### src/rtl/walker_enemy_if.sv
// Signal bundle between walker_enemy and the game-logic layer.
// slave = enemy controller side, master = driver/observer side.
interface walker_enemy_if;
  logic       frame_clk;
  logic       start;
  logic       kill;
  logic       Shift;
  logic [9:0] spawnX;
  logic [9:0] spawnY;
  logic       spawn_dir;
  logic [9:0] DrawX;
  logic [9:0] DrawY;
  logic [9:0] Mario_X_Pos;
  logic [9:0] Mario_Y_Pos;
  logic       Mario_falling;
  logic [2:0] poll_left;
  logic [2:0] poll_right;
  logic [2:0] poll_down;
  logic       isAlive_out;
  logic       kill_Mario;
  logic       stomped;
  logic [9:0] X_Pos;
  logic [9:0] Y_Pos;
  logic       draw_is_enemy;
  logic [1:0] sprite_frame;

  modport slave (
    input  frame_clk, start, kill, Shift, spawnX, spawnY, spawn_dir,
           DrawX, DrawY, Mario_X_Pos, Mario_Y_Pos, Mario_falling,
           poll_left, poll_right, poll_down,
    output isAlive_out, kill_Mario, stomped, X_Pos, Y_Pos,
           draw_is_enemy, sprite_frame
  );

  modport master (
    output frame_clk, start, kill, Shift, spawnX, spawnY, spawn_dir,
           DrawX, DrawY, Mario_X_Pos, Mario_Y_Pos, Mario_falling,
           poll_left, poll_right, poll_down,
    input  isAlive_out, kill_Mario, stomped, X_Pos, Y_Pos,
           draw_is_enemy, sprite_frame
  );
endinterface

### src/rtl/walker_enemy.sv
// Ground-walking enemy: spawn, patrol with wall turns, stomp/side-hit, squish, despawn.
// Define ENEMY_GRAVITY_EN to build the FALL state and the poll_down gravity logic.
module walker_enemy #(
  parameter logic [9:0] X_SIZE        = 10'd20,
  parameter logic [9:0] Y_SIZE        = 10'd20,
  parameter logic [9:0] X_STEP        = 10'd1,
  parameter logic [9:0] GRAVITY       = 10'd1,
  parameter logic [9:0] MAX_FALL      = 10'd8,
  parameter logic [9:0] X_MIN         = 10'd120,
  parameter logic [9:0] X_MAX         = 10'd519,
  parameter logic [9:0] Y_FLOOR       = 10'd479,
  parameter logic [9:0] SHIFT_AMT     = 10'd40,
  parameter logic [9:0] MARIO_HALF    = 10'd20,
  parameter logic [5:0] SQUISH_FRAMES = 6'd30,
  parameter logic [3:0] ANIM_PERIOD   = 4'd15
) (
  input  logic           Clk,
  input  logic           Reset,
  walker_enemy_if.slave  bus
);

  localparam logic [9:0]  X_STEP_NEG = 10'(-X_STEP);
  localparam logic [10:0] X_REACH    = {1'b0, X_SIZE} + {1'b0, MARIO_HALF};
  localparam logic [10:0] Y_REACH    = {1'b0, Y_SIZE} + {1'b0, MARIO_HALF};

  typedef enum logic [1:0] {S_IDLE, S_WALK, S_FALL, S_SQUISH} state_e;

  state_e     state_q, state_d;
  logic       fc_sync_q, fc_prev_q, tick_q;
  logic [9:0] x_q, x_d, y_q, y_d, vx_q, vx_d, vy_q, vy_d;
  logic       kill_mario_q, kill_mario_d, stomped_q, stomped_d;
  logic [1:0] sprite_q, sprite_d;
  logic [3:0] anim_q, anim_d, anim_n;
  logic [5:0] sq_q, sq_d, sq_n;
  logic [9:0] vx_n, shift_c;

  logic [10:0] mdx_c, mdy_c, mdx_abs_c, mdy_abs_c;
  logic [10:0] ddx_c, ddy_c, ddx_abs_c, ddy_abs_c;
  logic        overlap_c, stomp_c, leave_c, wall_c;
  logic        alive_c, draw_c;

  // Frame tick: synchronise frame_clk, then register its rising edge
  always_ff @(posedge Clk) begin
    if (Reset) begin
      fc_sync_q <= 1'b0;
      fc_prev_q <= 1'b0;
      tick_q    <= 1'b0;
    end else begin
      fc_sync_q <= bus.frame_clk;
      fc_prev_q <= fc_sync_q;
      tick_q    <= fc_sync_q & ~fc_prev_q;
    end
  end

  // Mario contact test on 11-bit signed differences
  assign mdx_c     = {1'b0, bus.Mario_X_Pos} - {1'b0, x_q};
  assign mdy_c     = {1'b0, bus.Mario_Y_Pos} - {1'b0, y_q};
  assign mdx_abs_c = mdx_c[10] ? 11'(-mdx_c) : mdx_c;
  assign mdy_abs_c = mdy_c[10] ? 11'(-mdy_c) : mdy_c;
  assign overlap_c = (mdx_abs_c < X_REACH) && (mdy_abs_c < Y_REACH);
  assign stomp_c   = overlap_c && bus.Mario_falling && (bus.Mario_Y_Pos < y_q);

  assign wall_c  = 10'(x_q + X_SIZE) >= X_MAX;
  assign shift_c = bus.Shift ? SHIFT_AMT : 10'd0;

`ifdef ENEMY_GRAVITY_EN
  logic [9:0] vy_sum, vy_n;
  assign vy_sum  = 10'(vy_q + GRAVITY);
  assign vy_n    = (vy_sum > MAX_FALL) ? MAX_FALL : vy_sum;
  assign leave_c = (10'(x_q + X_SIZE) < X_MIN) || (10'(y_q - Y_SIZE) > Y_FLOOR);
`else
  logic unused_gravity;
  assign unused_gravity = ^{bus.poll_down, GRAVITY, MAX_FALL, Y_FLOOR};
  assign leave_c = 10'(x_q + X_SIZE) < X_MIN;
`endif

  // State and datapath registers
  always_ff @(posedge Clk) begin
    if (Reset) begin
      state_q      <= S_IDLE;
      x_q          <= '0;
      y_q          <= '0;
      vx_q         <= '0;
      vy_q         <= '0;
      kill_mario_q <= 1'b0;
      stomped_q    <= 1'b0;
      sprite_q     <= 2'b00;
      anim_q       <= '0;
      sq_q         <= '0;
    end else begin
      state_q      <= state_d;
      x_q          <= x_d;
      y_q          <= y_d;
      vx_q         <= vx_d;
      vy_q         <= vy_d;
      kill_mario_q <= kill_mario_d;
      stomped_q    <= stomped_d;
      sprite_q     <= sprite_d;
      anim_q       <= anim_d;
      sq_q         <= sq_d;
    end
  end

  // Next state: kill > start > per-tick behaviour
  always_comb begin
    state_d      = state_q;
    x_d          = x_q;
    y_d          = y_q;
    vx_d         = vx_q;
    vy_d         = vy_q;
    kill_mario_d = kill_mario_q;
    stomped_d    = 1'b0;
    sprite_d     = sprite_q;
    anim_d       = anim_q;
    sq_d         = sq_q;
    vx_n         = vx_q;
    anim_n       = 4'(anim_q + 4'd1);
    sq_n         = 6'(sq_q + 6'd1);

    if (bus.kill) begin
      state_d      = S_IDLE;
      x_d          = '0;
      y_d          = '0;
      vx_d         = '0;
      vy_d         = '0;
      kill_mario_d = 1'b0;
      sprite_d     = 2'b00;
      anim_d       = '0;
      sq_d         = '0;
    end else if (bus.start) begin
      state_d      = S_WALK;
      x_d          = bus.spawnX;
      y_d          = 10'(bus.spawnY - Y_SIZE);
      vx_d         = bus.spawn_dir ? X_STEP : X_STEP_NEG;
      vy_d         = '0;
      kill_mario_d = 1'b0;
      sprite_d     = 2'b00;
      anim_d       = '0;
      sq_d         = '0;
    end else if (tick_q) begin
      case (state_q)
        S_WALK, S_FALL: begin
          if (stomp_c) begin
            state_d   = S_SQUISH;
            stomped_d = 1'b1;
            sprite_d  = 2'b10;
            vx_d      = '0;
            vy_d      = '0;
            sq_d      = '0;
          end else begin
            if (overlap_c) kill_mario_d = 1'b1;
            if (leave_c) begin
              state_d = S_IDLE;
            end else begin
              if (bus.poll_left != 3'd0)
                vx_n = X_STEP;
              else if ((bus.poll_right != 3'd0) || wall_c)
                vx_n = X_STEP_NEG;
              vx_d = vx_n;
              x_d  = 10'(x_q + vx_n - shift_c);
`ifdef ENEMY_GRAVITY_EN
              if (bus.poll_down == 3'd0) begin
                state_d = S_FALL;
                vy_d    = vy_n;
                y_d     = 10'(y_q + vy_n);
              end else begin
                state_d = S_WALK;
                vy_d    = '0;
              end
`endif
              if (anim_n == ANIM_PERIOD) begin
                anim_d   = '0;
                sprite_d = {sprite_q[1], ~sprite_q[0]};
              end else begin
                anim_d = anim_n;
              end
            end
          end
        end
        S_SQUISH: begin
          // Frozen in place, but still scrolls with the screen
          x_d  = 10'(x_q - shift_c);
          sq_d = sq_n;
          if (sq_n == SQUISH_FRAMES) state_d = S_IDLE;
        end
        default: ;
      endcase
    end
  end

  // Sprite-box hit test against the current VGA pixel
  assign ddx_c     = {1'b0, bus.DrawX} - {1'b0, x_q};
  assign ddy_c     = {1'b0, bus.DrawY} - {1'b0, y_q};
  assign ddx_abs_c = ddx_c[10] ? 11'(-ddx_c) : ddx_c;
  assign ddy_abs_c = ddy_c[10] ? 11'(-ddy_c) : ddy_c;

  always_comb begin
    alive_c = (state_q == S_WALK) || (state_q == S_FALL);
    draw_c  = (state_q != S_IDLE) && (ddx_abs_c < {1'b0, X_SIZE})
              && (ddy_abs_c < {1'b0, Y_SIZE});
  end

  assign bus.isAlive_out   = alive_c;
  assign bus.draw_is_enemy = draw_c;
  assign bus.kill_Mario    = kill_mario_q;
  assign bus.stomped       = stomped_q;
  assign bus.X_Pos         = x_q;
  assign bus.Y_Pos         = y_q;
  assign bus.sprite_frame  = sprite_q;

endmodule

### src/flat_wrapper.sv
// flat-port wrapper written by rule: the top's interface ports become plain ports
module walker_enemy_flat 
#(
  parameter logic [9:0] X_SIZE        = 10'd20,
  parameter logic [9:0] Y_SIZE        = 10'd20,
  parameter logic [9:0] X_STEP        = 10'd1,
  parameter logic [9:0] GRAVITY       = 10'd1,
  parameter logic [9:0] MAX_FALL      = 10'd8,
  parameter logic [9:0] X_MIN         = 10'd120,
  parameter logic [9:0] X_MAX         = 10'd519,
  parameter logic [9:0] Y_FLOOR       = 10'd479,
  parameter logic [9:0] SHIFT_AMT     = 10'd40,
  parameter logic [9:0] MARIO_HALF    = 10'd20,
  parameter logic [5:0] SQUISH_FRAMES = 6'd30,
  parameter logic [3:0] ANIM_PERIOD   = 4'd15
)
  (Clk, Reset, bus_frame_clk, bus_start, bus_kill, bus_Shift, bus_spawnX, bus_spawnY, bus_spawn_dir, bus_DrawX, bus_DrawY, bus_Mario_X_Pos, bus_Mario_Y_Pos, bus_Mario_falling, bus_poll_left, bus_poll_right, bus_poll_down, bus_isAlive_out, bus_kill_Mario, bus_stomped, bus_X_Pos, bus_Y_Pos, bus_draw_is_enemy, bus_sprite_frame);
  walker_enemy_if bus_i ();
  input  logic Clk;
  input  logic Reset;
  input wire logic [$bits(bus_i.frame_clk)-1:0] bus_frame_clk;
  input wire logic [$bits(bus_i.start)-1:0] bus_start;
  input wire logic [$bits(bus_i.kill)-1:0] bus_kill;
  input wire logic [$bits(bus_i.Shift)-1:0] bus_Shift;
  input wire logic [$bits(bus_i.spawnX)-1:0] bus_spawnX;
  input wire logic [$bits(bus_i.spawnY)-1:0] bus_spawnY;
  input wire logic [$bits(bus_i.spawn_dir)-1:0] bus_spawn_dir;
  input wire logic [$bits(bus_i.DrawX)-1:0] bus_DrawX;
  input wire logic [$bits(bus_i.DrawY)-1:0] bus_DrawY;
  input wire logic [$bits(bus_i.Mario_X_Pos)-1:0] bus_Mario_X_Pos;
  input wire logic [$bits(bus_i.Mario_Y_Pos)-1:0] bus_Mario_Y_Pos;
  input wire logic [$bits(bus_i.Mario_falling)-1:0] bus_Mario_falling;
  input wire logic [$bits(bus_i.poll_left)-1:0] bus_poll_left;
  input wire logic [$bits(bus_i.poll_right)-1:0] bus_poll_right;
  input wire logic [$bits(bus_i.poll_down)-1:0] bus_poll_down;
  output wire logic [$bits(bus_i.isAlive_out)-1:0] bus_isAlive_out;
  output wire logic [$bits(bus_i.kill_Mario)-1:0] bus_kill_Mario;
  output wire logic [$bits(bus_i.stomped)-1:0] bus_stomped;
  output wire logic [$bits(bus_i.X_Pos)-1:0] bus_X_Pos;
  output wire logic [$bits(bus_i.Y_Pos)-1:0] bus_Y_Pos;
  output wire logic [$bits(bus_i.draw_is_enemy)-1:0] bus_draw_is_enemy;
  output wire logic [$bits(bus_i.sprite_frame)-1:0] bus_sprite_frame;
  assign bus_i.frame_clk = bus_frame_clk;
  assign bus_i.start = bus_start;
  assign bus_i.kill = bus_kill;
  assign bus_i.Shift = bus_Shift;
  assign bus_i.spawnX = bus_spawnX;
  assign bus_i.spawnY = bus_spawnY;
  assign bus_i.spawn_dir = bus_spawn_dir;
  assign bus_i.DrawX = bus_DrawX;
  assign bus_i.DrawY = bus_DrawY;
  assign bus_i.Mario_X_Pos = bus_Mario_X_Pos;
  assign bus_i.Mario_Y_Pos = bus_Mario_Y_Pos;
  assign bus_i.Mario_falling = bus_Mario_falling;
  assign bus_i.poll_left = bus_poll_left;
  assign bus_i.poll_right = bus_poll_right;
  assign bus_i.poll_down = bus_poll_down;
  assign bus_isAlive_out = bus_i.isAlive_out;
  assign bus_kill_Mario = bus_i.kill_Mario;
  assign bus_stomped = bus_i.stomped;
  assign bus_X_Pos = bus_i.X_Pos;
  assign bus_Y_Pos = bus_i.Y_Pos;
  assign bus_draw_is_enemy = bus_i.draw_is_enemy;
  assign bus_sprite_frame = bus_i.sprite_frame;
  walker_enemy #(.X_SIZE(X_SIZE), .Y_SIZE(Y_SIZE), .X_STEP(X_STEP), .GRAVITY(GRAVITY), .MAX_FALL(MAX_FALL), .X_MIN(X_MIN), .X_MAX(X_MAX), .Y_FLOOR(Y_FLOOR), .SHIFT_AMT(SHIFT_AMT), .MARIO_HALF(MARIO_HALF), .SQUISH_FRAMES(SQUISH_FRAMES), .ANIM_PERIOD(ANIM_PERIOD)) u_core (.Clk(Clk), .Reset(Reset), .bus(bus_i));
endmodule
### config.mk
export PLATFORM = sky130hd
export DESIGN_NAME = walker_enemy_flat
export DESIGN_NICKNAME = d
export VERILOG_FILES = /design/src/rtl/walker_enemy_if.sv /design/src/rtl/walker_enemy.sv /design/src/flat_wrapper.sv
export SDC_FILE = /design/constraint.sdc
export NUM_CORES = 1
export LEC_CHECK = 0
export CAP_MARGIN = 15
export CORE_ASPECT_RATIO = 0.5
export CORE_MARGIN = 4
export CORE_UTILIZATION = 45
export CTS_CLUSTER_DIAMETER = 150
export DETAILED_ROUTE_END_ITERATION = 12
export PLACE_DENSITY = 0.75
export SYNTH_ARGS = -nofsm -noshare
export SYNTH_HDL_FRONTEND = slang
export SYNTH_SLANG_ARGS = --single-unit
### constraint.sdc
create_clock -name Clk -period 9.4 [get_ports Clk]
set_input_delay 1.88 -clock Clk [delete_from_list [all_inputs] [get_ports Clk]]
set_output_delay 1.88 -clock Clk [all_outputs]
set_load 0.05 [all_outputs]
## Word level (Yosys, flattened, before mapping)

Index checks and enable logic that the tools add are counted.

- Register bits: 49
- Logic and storage cells: 122
- Output and inout port bits: 26

- Magnitude comparators: 7
- Bitwise logic cells: 7
- Equal/unequal tests: 14
- Reduce and logical (&&, ||, !) cells: 28
- Add/sub/neg operators: 15
- Multiplexer cells: 37

Operators with widths:

| kind | count |
|---|---|
| $mux W10 | 18 |
| $mux W11 | 4 |
| $neg A11 Y11 | 4 |
| $sub A10 B10 Y11 | 4 |
| $reduce_and A4 Y1 | 6 |
| $lt A11 B5 Y1 const B | 2 |
| $lt A11 B6 Y1 const B | 2 |
| $pmux W10 S2 | 1 |
| $sub A10 B10 Y10 | 2 |
| $mux W6 | 2 |
| $pmux W6 S2 | 1 |
| $add A10 B10 Y10 | 1 |
| $add A10 B5 Y10 const B | 1 |
| $ge A10 B10 Y1 const B | 1 |
| $lt A10 B10 Y1 | 1 |
| $lt A10 B7 Y1 const B | 1 |
| $mux W2 | 5 |
| $reduce_bool A2 Y1 | 5 |
| $sub A10 B5 Y10 const B | 1 |
| $reduce_and A3 Y1 | 3 |
| $reduce_bool A3 Y1 | 3 |
| $add A6 B1 Y6 const B | 1 |
| $eq A6 B5 Y1 const B | 1 |
| $ne A2 B1 Y1 const B | 3 |
| other kinds (18) | 35 |

## Logic depth before layout (Yosys ltp)

Gate-level depths: netlist (run 1).

- Depth in word-level cells: 19
- Mapped depth: 21
- Mapped depth without buffers: 20

## Worst setup path after synthesis (run 1)

No wires, ideal clock.

- Kind: input-to-output
- Start: in bus_DrawY[0]
- End: out bus_draw_is_enemy
- Slack: 1867 ps
- Arrival time: 5653 ps
- Required time: 7520 ps
- Cell stages on the path: 13
- Path buffers: 0
- Cells stage by stage: inv_1 -> ha_1 -> fa_1 -> nand2b_1 -> a21boi_0 -> o21ai_0 -> a21oi_1 -> a21oi_1 -> o21ai_0 -> mux2_2 -> a21oi_1 -> o211ai_1 -> nor4_1

- Word-level cells in the longest chain between the ends: 5

Ends and longest elaborated chain:

| element | line | text |
|---|---|---|
| start, declared | flat_wrapper.sv:29 | `input wire logic [$bits(bus_i.DrawY)-1:0] bus_DrawY;` |
| $sub A10 B10 Y11 (*) | walker_enemy.sv:193 | `assign ddy_c = {1'b0, bus.DrawY} - {1'b0, y_q};` |
| $neg A11 Y11 | walker_enemy.sv:195 | `assign ddy_abs_c = ddy_c[10] ? 11'(-ddy_c) : ddy_c;` |
| $mux W11 (*) | walker_enemy.sv:195 |  |
| $lt A11 B5 Y1 (*) | walker_enemy.sv:200 | `&& (ddy_abs_c < {1'b0, Y_SIZE});` |
| $logic_and A1 B1 Y1 (*) | walker_enemy.sv:200 |  |
| end, declared | flat_wrapper.sv:41 | `output wire logic [$bits(bus_i.draw_is_enemy)-1:0] bus_draw_is_enemy;` |

Every way passes the cells marked *; elsewhere a longest branch is shown, timed or not.

## Final worst setup path (run 1)

Ends and elaborated chain as after synthesis.

==> impl_metrics.toml, run 1 <==
[run_status]
outcome = "finished, final reports clean"

[timing]
setup-tns-final_ns = 0
report.final.slew_viol_count = 0
setup-violations-final = 0
fin_ws_ns = 1.50
max_slew_margin_pct = 24.1
final_hold_viol_count = 0
clock_skew_ns = 0.0103
layout_min_cycle_time_ns = 7.90
worst_pin_slew_ns = 1.13
rsz0062_at_grt = "false"
hold_slack_ns = 0.381
fmax_ghz = 0.127
period_share_pct = 84.1

[power]
leakage_nw = 2.54
p_clk_share_pct = 24.5
swShare_pct = 37.2
ir_worst_vdd_v = 0.0000818
p_per_area_nw_per_um2 = 109
pwr-share-comb_pct = 45.1
seq_power_share_pct = 30.4
p_int_mw = 0.462
power.switching_mw = 0.273

[route]
drc = 0
via_per_inst = 5.72
wire_per_inst_um = 15.6
drt_iter0_drc = 347
route.antenna.remaining_nets = 0
drt_first_pass_iters = 5
totalWireLength_um = 15200
vias = 5552

[logic_synthesis]
postSynthCellCount = 726
syn-cell-area_um2 = 5500
syn-num-nets = 878
synth_seq_area_share_pct = 17.8
synth_top_family_by_area = "compound AO/OA/AOI/OAI gates"
synthSimpleGateAreaFrac_pct = 21.6
synthFlopType = "dfxtp_1"
synth_compound_area_share_pct = 27.2
synth_area_per_cell_um2 = 7.58
synth_edf_count = 0
synth_top_area_cell = "dfxtp_1"
synth.distinct_cells = 75
synth_top_cell_area_share_pct = 17.8
synth_xor_area_share_pct = 8.12
synth_area_leaders = "dfxtp_1 (18%), ha_1 (16%), xnor2_1 (5.6%)"
ys_ff_latch = 49
muxShareOfSynthArea_pct = 1.11
ys_async_sr_fraction_pct = 0
synthAdderAreaFrac_pct = 17.9
synth_warnings = 0

[clock_tree]
cts_tree = "yes"
ctsHoldBuffers = 0
clk_pin_slew_ns = 0.07
cts_buffers = 5
cts-root-buf = "clkbuf_16"
cts_sinks = 49
cts_max_path_buffers = 2
post_cts.repair.setup_buffers = 0
ctsResizeCount = 0
clk_latency_ns = 0.30
h-tree-depth = 2

[flow_run]
cap_violations = 0

[global_routing]
grt_start_max_net_pins = 42
track_usage_pct = 21.2
grt_antenna_before_repair = 0
grt_overflow_total = 0
first_global_vias = 5150
grt_pass1_wl_um = 24900

[die]
core_area_um2 = 11900
dieArea_um2 = 14200
initial_core_util_pct = 46.3
core.rowCount = 28
boundaryPins = 103
fp.dieW_um = 164
dieHeight_um = 86.2

[cells_and_area]
layout-drive-gt1-share_pct = 4.22
finalNetCount = 958
diodes = 0
multi_input_area_um2 = 4170
regArea_um2 = 981
synthToLayoutAreaGrowth_pct = 22.2
layout_common_cells = "clkdlybuf4s50_1 (99), ha_1 (69), inv_1 (59), nor2_1 (59), a21oi_1 (56)"
fillers = 1115
final_common_cell = "clkdlybuf4s50_1"

[worst_setup_path]
worstPathArrival_ns = 6.02
setup.worst_path.end_class = "primary output"
critPathBufInv = 3
start_kind = "primary input"
cpMaxStageDelayCell = "clkdlybuf4s50_1"
worst-path-max-fanout = 5
cpPeakStageDelay_ns = 0.87
cp.required_ns = 7.52
crit_path_cell_trace = "clkdlybuf4s50_1, inv_1, ha_1, fa_1, nand2b_1, a21boi_0, o21ai_0, a21oi_1, a21oi_1, o21ai_0, mux2_2, a21oi_1, o211ai_1, nor4_1, clkdlybuf4s50_1"
crit_top_cell = "a21oi_1"
crit_family = "buffers and inverters"
setup.worst_path.class = "in -> out"

[place]
portBuffers = 99
pre_cts_ws_ns = 1.51
hpwl_um = 12000
globalplace.congestion = 0.905

[worst_hold_path]
hold_path.class = "reg -> reg"
[registers in the layout (all words and copies together), names as in the netlist]
register                 cells
u_core.bus.X_Pos            10
u_core.bus.Y_Pos            10
u_core.vx_q                 10
u_core.sq_q                  6
u_core.anim_q                4
u_core.bus.sprite_frame      2
u_core.state_q               2
u_core.bus.kill_Mario        1
u_core.bus.stomped           1
u_core.fc_prev_q             1
u_core.fc_sync_q             1
u_core.tick_q                1
[path summary, 6_finish.rpt]
kind | endpoint | slack (ns) | cells after the start | from
worst max-delay path | bus_draw_is_enemy | 1.50 | 15 | bus_DrawY[0]
worst min-delay path | u_core.tick_q$_SDFF_PP0_ | 0.38 | 1 | u_core.fc_prev_q$_SDFF_PP0_
worst max register to register | u_core.bus.X_Pos[9]$_SDFFE_PP0P_ | 4.84 | 19 | u_core.bus.X_Pos[3]$_SDFFE_PP0P_
worst min register to register | u_core.tick_q$_SDFF_PP0_ | 0.38 | 1 | u_core.fc_prev_q$_SDFF_PP0_
[worst reg2reg max path, delay by kind of cell (launching register included)]
kind / cells / cell delay, ns
AO/OA/AOI/OAI: 9 / 1.79
XOR/XNOR: 2 / 0.27
adder cells (fa/ha/maj): 3 / 1.03
flip-flops: 1 / 0.50
AND/OR/NAND/NOR: 5 / 0.80
[synth_stat cells, types with 7 or more instances]
library cell,instances
nor2_1,59
inv_1,59
ha_1,69
a211oi_1,9
o21a_1,8
a21oi_1,56
or3_1,7
o31ai_1,13
nor3_1,17
o21ai_0,52
nor2b_1,18
or2_2,9
dfxtp_1,49
a21o_1,8
xor2_1,16
nor4_1,9
clkbuf_1,18
xnor2_1,35
a31oi_1,14
nand3_1,24
nand2b_1,9
nand2_1,47
[per-stage QoR]
| step | total power, mW | util, % | instance area [µm²] | cells |
|---|---|---|---|---|
| 2_1_floorplan | 0.464 | - | 5500 | 726 |
| 3_3_place_gp | 0.546 | 55.4 | 6590 | 964 |
| 3_5_place_dp | 0.554 | 55.4 | 6590 | 964 |
| 4_1_cts | 0.737 | 56.6 | 6730 | 971 |
| 5_1_grt | 0.786 | 56.6 | 6730 | 971 |
| 6_report | 0.734 | 56.6 | 6730 | 971 |
[cells by family after synthesis]
| logic type | after synthesis |
|---|---|
| compound gates | 225 |
| xor+xnor | 51 |
| fa+ha+maj | 75 |
| buf+inv | 87 |
| flops | 49 |
| mux | 6 |
| simple gates | 233 |
[power groups by stage]
stage	registers (mW)	clock network [mW]	logic, mW
after floorplan	0.239	0	0.225
after global placement	0.228	0	0.318
after detailed placement	0.228	0	0.326
after CTS	0.223	0.185	0.328
after global routing	0.224	0.194	0.368
final	0.224	0.180	0.331
[metal layers]
layer	vias up	wire length (µm)	part of all wire [%]	track usage, %
met1	2573	7110	47	29.1
li1	2799	-	-	-
met4	0	138	0.91	2.94
met3	16	1040	6.8	3.52
met2	164	6890	45	36.2
met5	-	0	0	0
[cell type report]
cell class                 instances  share of cell area [%]
sequential                        49                    14.6
tap                              165                    3.07
timing repair buffer             100                    14.8
clock inverter                     2                   0.242
inverter                          60                    3.35
multi-input combinational        590                    62.1
clock buffer                       5                    1.86
Power figures use the tool's default switching activity.
==> run 2, diff against run 1 <==
==> constraint.sdc (replaced) <==
create_clock -name Clk -period 7.3 [get_ports Clk]
set_input_delay 1.46 -clock Clk [delete_from_list [all_inputs] [get_ports Clk]]
set_output_delay 1.46 -clock Clk [all_outputs]
set_load 0.05 [all_outputs]
==> impl_metrics.toml, run 2 (synthesized netlist as in run 1, its figures left out) <==
[run_status]
outcome = "finished, final reports clean"

[route]
drt_iter0_drc = 368
totalWireLength_um = 15500
drt_first_pass_iters = 6
wire_per_inst_um = 15.9
via_per_inst = 5.70
route.antenna.remaining_nets = 0
vias = 5547
drc = 0

[worst_setup_path]
start_kind = "primary input"
cpMaxStageDelayCell = "clkdlybuf4s50_1"
cpPeakStageDelay_ns = 0.47
worst-path-max-fanout = 5
cp.required_ns = 5.84
crit_top_cell = "a21oi_1"
worstPathArrival_ns = 5.00
setup.worst_path.class = "in -> out"
setup.worst_path.end_class = "primary output"
crit_path_cell_trace = "clkdlybuf4s50_1, inv_1, ha_1, fa_1, nand2b_1, a21boi_0, o21ai_0, a21oi_1, a21oi_1, o21ai_0, mux2_2, a21oi_1, o211ai_1, nor4_1, buf_4"

[clock_tree]
cts_sinks = 49
cts_tree = "yes"
cts-root-buf = "clkbuf_16"
ctsResizeCount = 0
ctsHoldBuffers = 0
cts_buffers = 5
cts_max_path_buffers = 2
clk_pin_slew_ns = 0.07
h-tree-depth = 2
clk_latency_ns = 0.31
post_cts.repair.setup_buffers = 0

[die]
boundaryPins = 103
core.rowCount = 28
dieHeight_um = 86.2
dieArea_um2 = 14200
core_area_um2 = 11900
fp.dieW_um = 164
initial_core_util_pct = 46.3

[global_routing]
first_global_vias = 5213
grt_start_max_net_pins = 42
grt_antenna_before_repair = 0
use_met1_pct = 29.2
grt_overflow_total = 0
grt_pass1_wl_um = 25300
met2_usage_pct = 36.2
track_usage_pct = 21.6
use_met3_pct = 3.52
busiest_layer = "met2"

[timing]
layout_min_cycle_time_ns = 6.46
max_slew_margin_pct = 29.2
final_hold_viol_count = 0
report.final.slew_viol_count = 0
setup-violations-final = 0
setup-tns-final_ns = 0
rsz0062_at_grt = "false"
clock_skew_ns = 0.00895
worst_pin_slew_ns = 1.06
fmax_ghz = 0.155
fin_ws_ns = 0.843
period_share_pct = 88.5

[power]
leakage_nw = 2.57
ir_worst_vdd_v = 0.0000984
power_mw = 1.01
p_per_area_nw_per_um2 = 149

[cells_and_area]
finalNetCount = 959
fin_cells = 973
layout_common_cells = "clkdlybuf4s50_1 (98), ha_1 (69), inv_1 (59), nor2_1 (59), a21oi_1 (56)"
diodes = 0
final_common_cell = "clkdlybuf4s50_1"
layout-drive-gt1-share_pct = 4.58
finish.utilization_pct = 57.0
synthToLayoutAreaGrowth_pct = 23.0

[place]
portBuffers = 99
pre_cts_ws_ns = 0.859
dpl.cell_count = 965
hpwl_um = 12200
globalplace.congestion = 0.866

[flow_run]
cap_violations = 0

[worst_hold_path]
hold_path.class = "reg -> reg"
==> run 2: cell types whose count changed in the layout (fill, tap and decap cells not counted), sizes merged <==
cell	before	now
clkbuf	5	6
bufinv	0	1
clkinvlp	1	0
buf	1	3
clkdlybuf4s50	99	98
clkinv	2	1
inv	59	60
==> run 2: final cells by class <==
cell class / instances / area (µm²)
fillers: 1121 / 5110
multi-input cells: 590 / 4170
repair buffers: 101 / 1000
flip-flops and latches: 49 / 981
inverters: 60 / 225
well taps: 165 / 206
clock buffers: 6 / 139
clock inverters: 2 / 41.3
==> run 2: worst max-delay path, delay by kind of cell <==
kind,cells,cell delay [ns]
AO/OA/AOI/OAI,7,1.29
buffers and inverters,3,0.77
adder cells (fa/ha/maj),2,0.62
AND/OR/NAND/NOR,2,0.47
multiplexers,1,0.39
==> run 2: metrics by stage <==
| stage | hold slack [ns] | instance area (µm²) |
|---|---|---|
| final | 0.388 | 6770 |
| after global routing | 0.422 | 6770 |
| after CTS | 0.396 | 6770 |
| after detailed placement | 0.386 | 6590 |
| after global placement | 0.374 | 6590 |
| after floorplan | 0.367 | 5500 |
==> run 2: metal layers <==
layer / share of wire (%) / up-vias
met2: 45 / 166
met3: 6.2 / 22
met4: 1.5 / 0
met1: 47 / 2557
met5: 0 / -
li1: - / 2802
==> run 2: worst paths after layout <==
| path | start | endpoint | slack, ns | cells past startpoint |
|---|---|---|---|---|
| worst max register to register | u_core.bus.X_Pos[3]$_SDFFE_PP0P_ | u_core.bus.X_Pos[8]$_SDFFE_PP0P_ | 2.66 | 20 |
| worst min-delay path | u_core.fc_prev_q$_SDFF_PP0_ | u_core.tick_q$_SDFF_PP0_ | 0.39 | 1 |
| worst max-delay path | bus_DrawY[0] | bus_draw_is_enemy | 0.84 | 15 |
| worst min register to register | u_core.fc_prev_q$_SDFF_PP0_ | u_core.tick_q$_SDFF_PP0_ | 0.39 | 1 |
==> run 2: power by group <==
| group | internal, mW | switching (mW) | total [mW] | leakage (nW) |
|---|---|---|---|---|
| registers | 0.276 | 0.0115 | 0.288 | 0.399 |
| clock network | 0.174 | 0.122 | 0.296 | 0.0890 |
| logic | 0.192 | 0.235 | 0.427 | 2.08 |
==> run 3, diff against run 2 <==
--- a/config.mk
+++ b/config.mk
@@ -8,10 +8,10 @@
 export CAP_MARGIN = 15
 export CORE_ASPECT_RATIO = 0.5
 export CORE_MARGIN = 4
-export CORE_UTILIZATION = 45
+export CORE_UTILIZATION = 50
 export CTS_CLUSTER_DIAMETER = 150
 export DETAILED_ROUTE_END_ITERATION = 12
-export PLACE_DENSITY = 0.75
+export PLACE_DENSITY = 0.82
 export SYNTH_ARGS = -nofsm -noshare
 export SYNTH_HDL_FRONTEND = slang
 export SYNTH_SLANG_ARGS = --single-unit
==> impl_metrics.toml, run 3 (synthesized netlist as in run 1, its figures left out) <==
[run_status]
outcome = "finished, final reports clean"

[clock_tree]
cts_tree = "yes"
cts_sinks = 49
post_cts.repair.setup_buffers = 0
ctsResizeCount = 0
ctsHoldBuffers = 0
clk_pin_slew_ns = 0.07
cts_max_path_buffers = 2
h-tree-depth = 2
cts_buffers = 5
clk_latency_ns = 0.29
cts-root-buf = "clkbuf_16"

[global_routing]
grt_start_max_net_pins = 42
grt_antenna_before_repair = 0
grt_pass1_wl_um = 25100
grt_overflow_total = 0
track_usage_pct = 23.6
first_global_vias = 5431

[power]
p_per_area_nw_per_um2 = 147
ir_worst_vdd_v = 0.000110
leakage_nw = 2.56

[route]
drt_iter0_drc = 365
via_per_inst = 5.97
drc = 0
route.antenna.remaining_nets = 0
vias = 5657
wire_per_inst_um = 16.3
drt_first_pass_iters = 5
totalWireLength_um = 15400

[die]
fp.dieW_um = 156
core_area_um2 = 10500
dieArea_um2 = 12900
dieHeight_um = 82.2
boundaryPins = 103
initial_core_util_pct = 52.5
core.rowCount = 26

[worst_setup_path]
setup.worst_path.end_class = "primary output"
cpMaxStageDelayCell = "clkdlybuf4s50_1"
r2r_slack_ns = 2.73
cpPeakStageDelay_ns = 0.45
crit_path_cell_trace = "clkdlybuf4s50_1, inv_1, ha_1, fa_1, nand2b_1, a21boi_0, o21ai_0, a21oi_1, a21oi_1, o21ai_0, mux2_2, a21oi_1, o211ai_1, nor4_1, buf_4"
crit_family = "compound AO/OA/AOI/OAI gates"
crit_top_cell = "a21oi_1"
setup.worst_path.class = "in -> out"
critPathBufInv = 3
start_kind = "primary input"
worst-path-max-fanout = 5
cp.required_ns = 5.84
worstPathArrival_ns = 5.03

[timing]
layout_min_cycle_time_ns = 6.49
clock_skew_ns = 0.00851
setup-violations-final = 0
max_slew_margin_pct = 14.8
fmax_ghz = 0.154
final_hold_viol_count = 0
setup-tns-final_ns = 0
report.final.slew_viol_count = 0
rsz0062_at_grt = "false"
period_share_pct = 88.9
hold_slack_ns = 0.382
worst_pin_slew_ns = 1.27

[worst_hold_path]
hold_path.class = "reg -> reg"

[place]
globalplace.congestion = 0.887
hpwl_um = 12200
portBuffers = 99

[flow_run]
cap_violations = 0

[cells_and_area]
diodes = 0
layout_common_cells = "clkdlybuf4s50_1 (98), ha_1 (69), inv_1 (59), nor2_1 (59), a21oi_1 (56)"
finalNetCount = 959
fillers = 914
layout-drive-gt1-share_pct = 4.58
synthToLayoutAreaGrowth_pct = 22.2
final_common_cell = "clkdlybuf4s50_1"
## run 3: cell types whose count changed in the layout (fill, tap and decap cells not counted), sizes merged
cell    delta
clkbuf     -1
clkinv     +1
## run 3: layout make-up
cell class,count,area (µm²),share of cell area [%]
Multi-Input combinational cell,590,4170,62.0
Timing Repair Buffer,101,1000,14.9
Sequential cell,49,981,14.6
Inverter,60,225,3.35
Tap cell,140,175,2.60
Clock buffer,5,125,1.86
Clock inverter,3,43.8,0.651
## run 3: worst paths after layout
check                                    from                                to  cells past startpoint
max                              bus_DrawY[0]                 bus_draw_is_enemy                     15
min               u_core.fc_prev_q$_SDFF_PP0_          u_core.tick_q$_SDFF_PP0_                      1
max reg2reg  u_core.bus.X_Pos[3]$_SDFFE_PP0P_  u_core.bus.X_Pos[9]$_SDFFE_PP0P_                     19
min reg2reg       u_core.fc_prev_q$_SDFF_PP0_          u_core.tick_q$_SDFF_PP0_                      1
## run 3: per-layer routing
metal,part of all wire (%),vias up,global-route usage (%)
li1,-,2805,-
met2,45,160,41.0
met4,1.5,0,5.28
met1,47,2666,31.4
met5,0,-,0
met3,5.9,26,3.44
## run 3: report_power, final
part	internal [mW]	total (mW)	switching, mW
combinational	0.192	0.428	0.235
clock	0.163	0.272	0.109
sequential	0.276	0.287	0.0108
## run 3: stage by stage
step / area (µm²) / utilization (%) / worst slack, ns / instances / power (mW)
CTS: 6730 / 64.2 / 0.812 / 948 / 0.984
detailed placement: 6560 / 62.6 / 0.812 / 940 / 0.711
floorplan: 5500 / - / 0.607 / 726 / 0.597
global placement: 6560 / 62.6 / 0.862 / 940 / 0.699
global route: 6730 / 64.2 / 0.462 / 948 / 1.05
finish: 6730 / 64.2 / 0.807 / 948 / 0.987
